--- config.mk ---
export PLATFORM = sky130hd
export DESIGN_NAME = dot_prod_feeder
export DESIGN_NICKNAME = d
export VERILOG_FILES = /design/src/rtl/dot_prod_feeder.sv
export SDC_FILE = /design/constraint.sdc
export NUM_CORES = 1
export LEC_CHECK = 0
export ABC_AREA = 0
export BUFFER_PORTS_ARGS = -buffer_cell sky130_fd_sc_hd__buf_2
export CORE_MARGIN = 4
export CORE_UTILIZATION = 45
export CTS_CLUSTER_SIZE = 40
export DETAILED_ROUTE_END_ITERATION = 8
export PLACE_DENSITY = 0.69
export RECOVER_POWER = 100
export SLEW_MARGIN = 30
export SYNTH_ARGS = -nofsm -noshare
export SYNTH_HDL_FRONTEND = slang
export SYNTH_SLANG_ARGS = --single-unit
--- constraint.sdc ---
create_clock -name clk -period 39.2 [get_ports clk]
set_input_delay 7.84 -clock clk [delete_from_list [all_inputs] [get_ports clk]]
set_output_delay 7.84 -clock clk [all_outputs]
set_load 0.01 [all_outputs]
--- src/rtl/dot_prod_feeder.sv ---
// Double-buffered input-vector feeder plus weight-column store for a dot-product engine.
// The shadow bank fills from a valid/ready stream while the engine reads the active bank.
module dot_prod_feeder #(
   parameter int NROW = 16,
   parameter int NCOL = 4,
   parameter int QN   = 6,
   parameter int QM   = 11,
   localparam int BITWIDTH       = QN + QM + 1,
   localparam int ADDR_BITWIDTH  = $clog2(NCOL + 1) - 1,
   localparam int LAYER_BITWIDTH = BITWIDTH * NROW
) (
   input  logic                             clk,
   input  logic                             reset,
   input  logic                             w_we,
   input  logic [ADDR_BITWIDTH-1:0]         w_addr,
   input  logic [LAYER_BITWIDTH-1:0]        w_data,
   input  logic                             in_valid,
   output logic                             in_ready,
   input  logic signed [BITWIDTH-1:0]       in_data,
   input  logic                             in_last,
   input  logic                             frame_done,
   input  logic [ADDR_BITWIDTH-1:0]         colAddress,
   output logic [LAYER_BITWIDTH-1:0]        weightRow,
   output logic signed [BITWIDTH-1:0]       inputVector,
   output logic                             vec_valid,
   output logic [15:0]                      frame_cnt,
   output logic                             err_len
);

   typedef enum logic {SH_FILLING, SH_FULL} sh_state_t;
   typedef enum logic {ACT_EMPTY, ACT_LOADED} act_state_t;

   localparam logic [ADDR_BITWIDTH-1:0] LAST_PTR = ADDR_BITWIDTH'(NCOL - 1);

   logic [LAYER_BITWIDTH-1:0] w_mem_q [NCOL];

   logic [BITWIDTH-1:0]      bank_q [2][NCOL];
   logic [BITWIDTH-1:0]      bank_d [2][NCOL];
   logic [NCOL-1:0]          mask_q [2];
   logic [NCOL-1:0]          mask_d [2];
   logic                     act_sel_q, act_sel_d;
   sh_state_t                sh_q, sh_d;
   act_state_t               act_q, act_d;
   logic [ADDR_BITWIDTH-1:0] wr_ptr_q, wr_ptr_d;
   logic [15:0]              frame_cnt_q, frame_cnt_d;
   logic                     err_len_q, err_len_d;

   logic accept;
   logic swap;
   logic shadow_sel;

   assign shadow_sel = ~act_sel_q;
   assign accept     = in_valid && (sh_q == SH_FILLING);
   assign swap       = (sh_q == SH_FULL) && ((act_q == ACT_EMPTY) || frame_done);

   always_comb begin
      bank_d      = bank_q;
      mask_d      = mask_q;
      act_sel_d   = act_sel_q;
      sh_d        = sh_q;
      act_d       = act_q;
      wr_ptr_d    = wr_ptr_q;
      frame_cnt_d = frame_cnt_q;
      err_len_d   = err_len_q;

      if (accept) begin
         bank_d[shadow_sel][wr_ptr_q] = in_data;
         mask_d[shadow_sel][wr_ptr_q] = 1'b1;
         wr_ptr_d = wr_ptr_q + 1'b1;
         if ((wr_ptr_q == LAST_PTR) || in_last)
            sh_d = SH_FULL;
         if (in_last && (wr_ptr_q != LAST_PTR))
            err_len_d = 1'b1;
      end

      // Accept and swap are exclusive: accept needs FILLING, swap needs FULL.
      if (swap) begin
         act_sel_d           = ~act_sel_q;
         act_d               = ACT_LOADED;
         sh_d                = SH_FILLING;
         mask_d[act_sel_q]   = '0;
         wr_ptr_d            = '0;
         frame_cnt_d         = frame_cnt_q + 16'd1;
      end else if (frame_done && (act_q == ACT_LOADED)) begin
         act_d = ACT_EMPTY;
      end
   end

   always_ff @(posedge clk) begin
      if (reset) begin
         mask_q[0]   <= '0;
         mask_q[1]   <= '0;
         act_sel_q   <= 1'b0;
         sh_q        <= SH_FILLING;
         act_q       <= ACT_EMPTY;
         wr_ptr_q    <= '0;
         frame_cnt_q <= '0;
         err_len_q   <= 1'b0;
      end else begin
         mask_q      <= mask_d;
         act_sel_q   <= act_sel_d;
         sh_q        <= sh_d;
         act_q       <= act_d;
         wr_ptr_q    <= wr_ptr_d;
         frame_cnt_q <= frame_cnt_d;
         err_len_q   <= err_len_d;
      end
   end

   // Payload storage carries no reset; validity is tracked by the masks.
   always_ff @(posedge clk) begin
      bank_q <= bank_d;
   end

   always_ff @(posedge clk) begin
      if (w_we)
         w_mem_q[w_addr] <= w_data;
   end

   assign weightRow   = w_mem_q[colAddress];
   assign inputVector = mask_q[act_sel_q][colAddress] ? bank_q[act_sel_q][colAddress] : '0;
   assign in_ready    = (sh_q == SH_FILLING);
   assign vec_valid   = (act_q == ACT_LOADED);
   assign frame_cnt   = frame_cnt_q;
   assign err_len     = err_len_q;

endmodule

Word level (Yosys, flattened, before mapping)
Memory sizes are Yosys's and may differ from the RTL's. Index checks and enable logic that the tools add are counted.

Eq/ne operators: 2. $lt $le $gt $ge: 10. Reductions and logical operators: 14. Add/sub/neg operators: 2. Muxes and demuxes: 29. Bitwise logic cells: 10.

Operators by type and width (count): 72-bit 2-to-1 mux (4); 144-bit bitwise mux (1); 72-bit demux with 1-bit select (1); 18-bit 2-to-1 mux (4); 18-bit binary-select mux with 2-bit select (1); 18-bit demux with 2-bit select (1); 4-bit 2-to-1 mux (5); 16-bit by 1-bit adder with 16-bit output (second input constant) (1); 8-bit 2-to-1 mux (2); 8-bit bitwise AND (1); 4-bit demux with 1-bit select (2); 1-bit logical AND (8); 8-bit inverter (1); 8-bit bitwise OR (1); 3-bit greater-or-equal comparator (second input constant) (2); 2-bit by 3-bit < comparator with 1-bit output (second input constant) (2); 1-bit 2-to-1 mux (6); 2-bit inverter with 3-bit output (2); 2-bit greater-or-equal comparator (second input constant) (2); 2-bit by 1-bit < comparator with 1-bit output (second input constant) (2); 1-bit inverter with 2-bit output (2); 2-bit AND reduction (2); 3-bit by 1-bit < comparator with 1-bit output (second input constant) (1); 1-bit inverter (3); 9 further kinds (10).

Register bits after elaboration: 174. Memories kept: 1. RAM bits: 1152. Output and inout bits: 325. Input bits: 316.

Memory list: w_mem_q (words 4, width 288, rd ports 1, clocked after memory_dff 0, wr ports 1, line 35) `logic [LAYER_BITWIDTH-1:0] w_mem_q [NCOL];`.

Depth between registers and ports, before layout
Word-level depth: 10. Gate-level depth with buffers: 6. Depth with buffers taken out: 5.

Worst setup path before layout
Ideal clock, no wire load.

Path type: input to register. Start point: in w_addr[1]. End point: mem w_mem_q[0][0] in the netlist's numbering, enable pin. Library setup time: 1355 ps. Arrival: 28637 ps. Setup slack: 9208 ps. Required time: 37845 ps. Path buffers: 0. Cell stages on the path: 1. Cell sequence: nor3b_1.

RTL lines: from (decl) (line 15) `input logic [ADDR_BITWIDTH-1:0] w_addr,`; to (decl) (line 35).

Straight into the memory's write port.

Worst setup path in the final report
Start point: in colAddress[1]. End point: out weightRow[223].

Word-level cells in the longest chain between the ends: 1.

Ends and longest elaborated chain: from (decl) (line 22) `input logic [ADDR_BITWIDTH-1:0] colAddress,`; memory read 4 x 288 bit; to (decl) (line 23) `output logic [LAYER_BITWIDTH-1:0] weightRow,`.

No other way between the ends.

==> run summary <==
Final HPWL DP - 66,600 um
Die H - 336 um
sequential fraction of the synthesis area - 0.816
Port-buffer cells - 640
TritonCTS buffer count - 135
Pint - 2.45 mW
Max-cap violations - 31
fraction of registers with async set/reset - 0
# hold bufs at CTS - 0
PostCTS Resize Cnt - 0
Layout area overhead - 17.2%
Worst Tran Pin Value - 4.72 ns
Final Util - 0.531
Hold Crit Class - register to register
Yosys reg bits - 1,326
die footprint - 113,000 um2
Pre-antenna DRT Iters - 5
Worst-path clk slew - 0.06 ns
violated checks - capacitance limit, slew limit
Netlist Area Pre-Place - 48,400 um2
Reg power frac - 0.533
Core ar. - 107,000 um2
# Post-CTS Setup Buffers - 0
Slew Limit Fails - 1,586
Crit. End Element - primary output
EDFF count, synth - 1,296
first-pass GRT wire length - 156,000 um
Top delay family on crit path - buffers and inverters
gr usage total - 0.185
CP peak stage delay - 3.07 ns
final clock skew - 0.0152 ns
GRT Residual Overflow - 0
clock sinks - 1,326
ys flop type - edfxtp_1
routed vias - 22,948
maximum clock frequency - 35.6 MHz
outcome - finished, violations left
CP Cell Sequence - clkbuf_1 -> clkbuf_1 -> clkbuf_1 -> clkbuf_1 -> mux4_2 -> clkbuf_1
vias in the first global route - 24,040
Setup Total Neg Slack - 0 ns
Syn Inst Count - 1,926
Clk Latency, worst-skew pair - 0.71 ns
Initial Util - 0.453
final net count - 2,968
Die X - 336 um
Hold Vio Cnt, Final - 0
CP max-delay cell - clkbuf_1
syn_nets - 2,247
CTS tree - done
Final Cell Area - 56,700 um2
Critical Path AT - 20.27 ns
layout cells sized above 1 - 0.195
I/O pin total - 641
Setup Crit Path Kind - input port to primary output
Buf/Inv on CP - 5
fin crit share - 0.717
Setup Viol. Count Final - 0
Leak - 17.6 nW
switching pwr - 0.646 mW
Clock power frac - 0.404
Tmin final - 28.11 ns
syn avg cell area - 25.1 um2
WL per Instance - 25.4 um
First DRT Iteration DRCs - 1,634
critical path's most frequent cell - clkbuf_1
startpoint types - input port
total wire length - 106,000 um
Yosys Warn Count - 0
Worst EP required - 31.36 ns
initial antenna violation count - 28
unrepaired setup endpoints after global routing - no
PwrDens - 54.5 nW/um2
post-place setup slack - 19.80 ns
pin count of the biggest net entering global routing - 98
fillers - 8,356
Via-to-Cell Ratio - 5.50
fin worst setup slack - 11.09 ns
Post-Place Cell Area - 53,300 um2
Rows - 120
Post-DRT Antenna Nets - 0
Residual DRC - 0
critical path fanouts, max - 77
Sw Share - 0.209
Yosys cell types - 41
Bufs on Longest Clock Path - 3
Comb power frac - 0.063
clk root buf - clkbuf_16
Max VDD drop - 0.0398 mV
H-tree depth - 4
gpl congestion - 0.880
Slew HR - -2.15
minimum hold slack - 0.483 ns
==> kinds of logic after synthesis <==
group	share of synthesized area
AO/OA/AOI/OAI	0.00809
XOR/XNOR	0.00127
adder cells (fa/ha/maj)	0.00129
buffers and inverters	0.0113
flip-flops	0.816
multiplexers	0.152
AND/OR/NAND/NOR	0.00990
==> final cells by class <==
type / count / area, um2 / area share
clock buffers: 173 / 3660 / 0.0645
flip-flops and latches: 1326 / 39500 / 0.696
diodes: 22 / 55.1 / 0.000970
repair buffers: 673 / 2640 / 0.0464
inverters: 24 / 90.1 / 0.00159
multi-input cells: 487 / 8360 / 0.147
well taps: 1403 / 1760 / 0.0309
clock inverters: 62 / 671 / 0.0118
==> cell usage after synthesis, drive strengths merged (2+ instances only) <==
library cell     n  share of area
a21o             3        0.00047
clkbuf          18         0.0014
and2             7        0.00090
xor2             4        0.00072
and4             2        0.00041
xnor2            3        0.00054
a22oi            3        0.00047
buf             71         0.0081
and3             6        0.00078
o31ai           24         0.0037
inv             24         0.0019
dfxtp           30          0.012
ha               5         0.0013
nor2            17         0.0013
a21oi           17         0.0018
nand3           24         0.0027
o21ai            6        0.00070
nor3             2        0.00021
nand2           12         0.0011
mux4           325           0.15
a2bb2oi          3        0.00054
or3              3        0.00039
or4              6        0.00093
nand4            3        0.00039
nor2b            3        0.00039
edfxtp        1296           0.80
mux2             2        0.00047
==> layer usage <==
layer | global-route usage | vias up | part of all wire
met2 | 0.298 | 935 | 0.49
met3 | 0.0607 | 197 | 0.092
met5 | 0 | - | 0.0015
met4 | 0.0660 | 22 | 0.030
met1 | 0.239 | 12054 | 0.38
li1 | - | 9740 | -
==> power groups by stage <==
| stage | Combinational, mW | Sequential (mW) | Clock [mW] |
|---|---|---|---|
| 3_3_place_gp | 0.201 | 1.67 | 0 |
| 5_1_grt | 0.210 | 1.65 | 1.34 |
| 6_report | 0.195 | 1.65 | 1.25 |
| 4_1_cts | 0.207 | 1.64 | 1.28 |
| 3_5_place_dp | 0.206 | 1.67 | 0 |
| 2_1_floorplan | 0.111 | 1.69 | 0 |
==> state kept, by name, indices dropped and copies added, names as in the netlist <==
signal     count
w_mem_q     1152
bank_q       144
frame_cnt     16
mask_q         8
wr_ptr_q       2
act_sel_q      1
err_len        1
sh_q           1
vec_valid      1
==> worst min-delay path: stages (launching register included) <==
cell	delay, ns
dfxtp_1	0.32
nand2_1	0.06
a21oi_1	0.05
==> final timing paths <==
kind | start | to | slack, ns | depth (start not counted)
max | colAddress[1] | weightRow[223] | 11.09 | 6
min | mask_q[7]$_SDFF_PP0_ | mask_q[7]$_SDFF_PP0_ | 0.48 | 2
max reg2reg | sh_q$_SDFFE_PP0P_ | bank_q[56]$_DFFE_PP_ | 36.50 | 3
min reg2reg | mask_q[7]$_SDFF_PP0_ | mask_q[7]$_SDFF_PP0_ | 0.48 | 2
==> cells in the final DEF, fill, tap and decap left out, types with 4 or more instances in the layout <==
master	count
edfxtp_1	1296
clkbuf_1	685
mux4_2	325
clkbuf_16	141
dfxtp_1	29
inv_1	24
nand3_1	24
o31ai_1	24
diode_2	22
clkinv_1	20
a21oi_1	17
nor2_1	16
clkinv_2	16
bufinv_16	12
nand2_1	11
buf_2	9
and3_1	6
or4_1	6
o21ai_0	5
ha_1	5
and2_0	4
xor2_1	4
inv_6	4
clkinvlp_4	4
buf_4	4
==> metrics by stage <==
step / power, mW / instances
6_report: 3.09 / 4170
3_5_place_dp: 1.88 / 3912
4_1_cts: 3.13 / 4147
2_1_floorplan: 1.80 / 1926
3_3_place_gp: 1.87 / 3911
5_1_grt: 3.21 / 4154
Power figures use the tool's default switching activity.
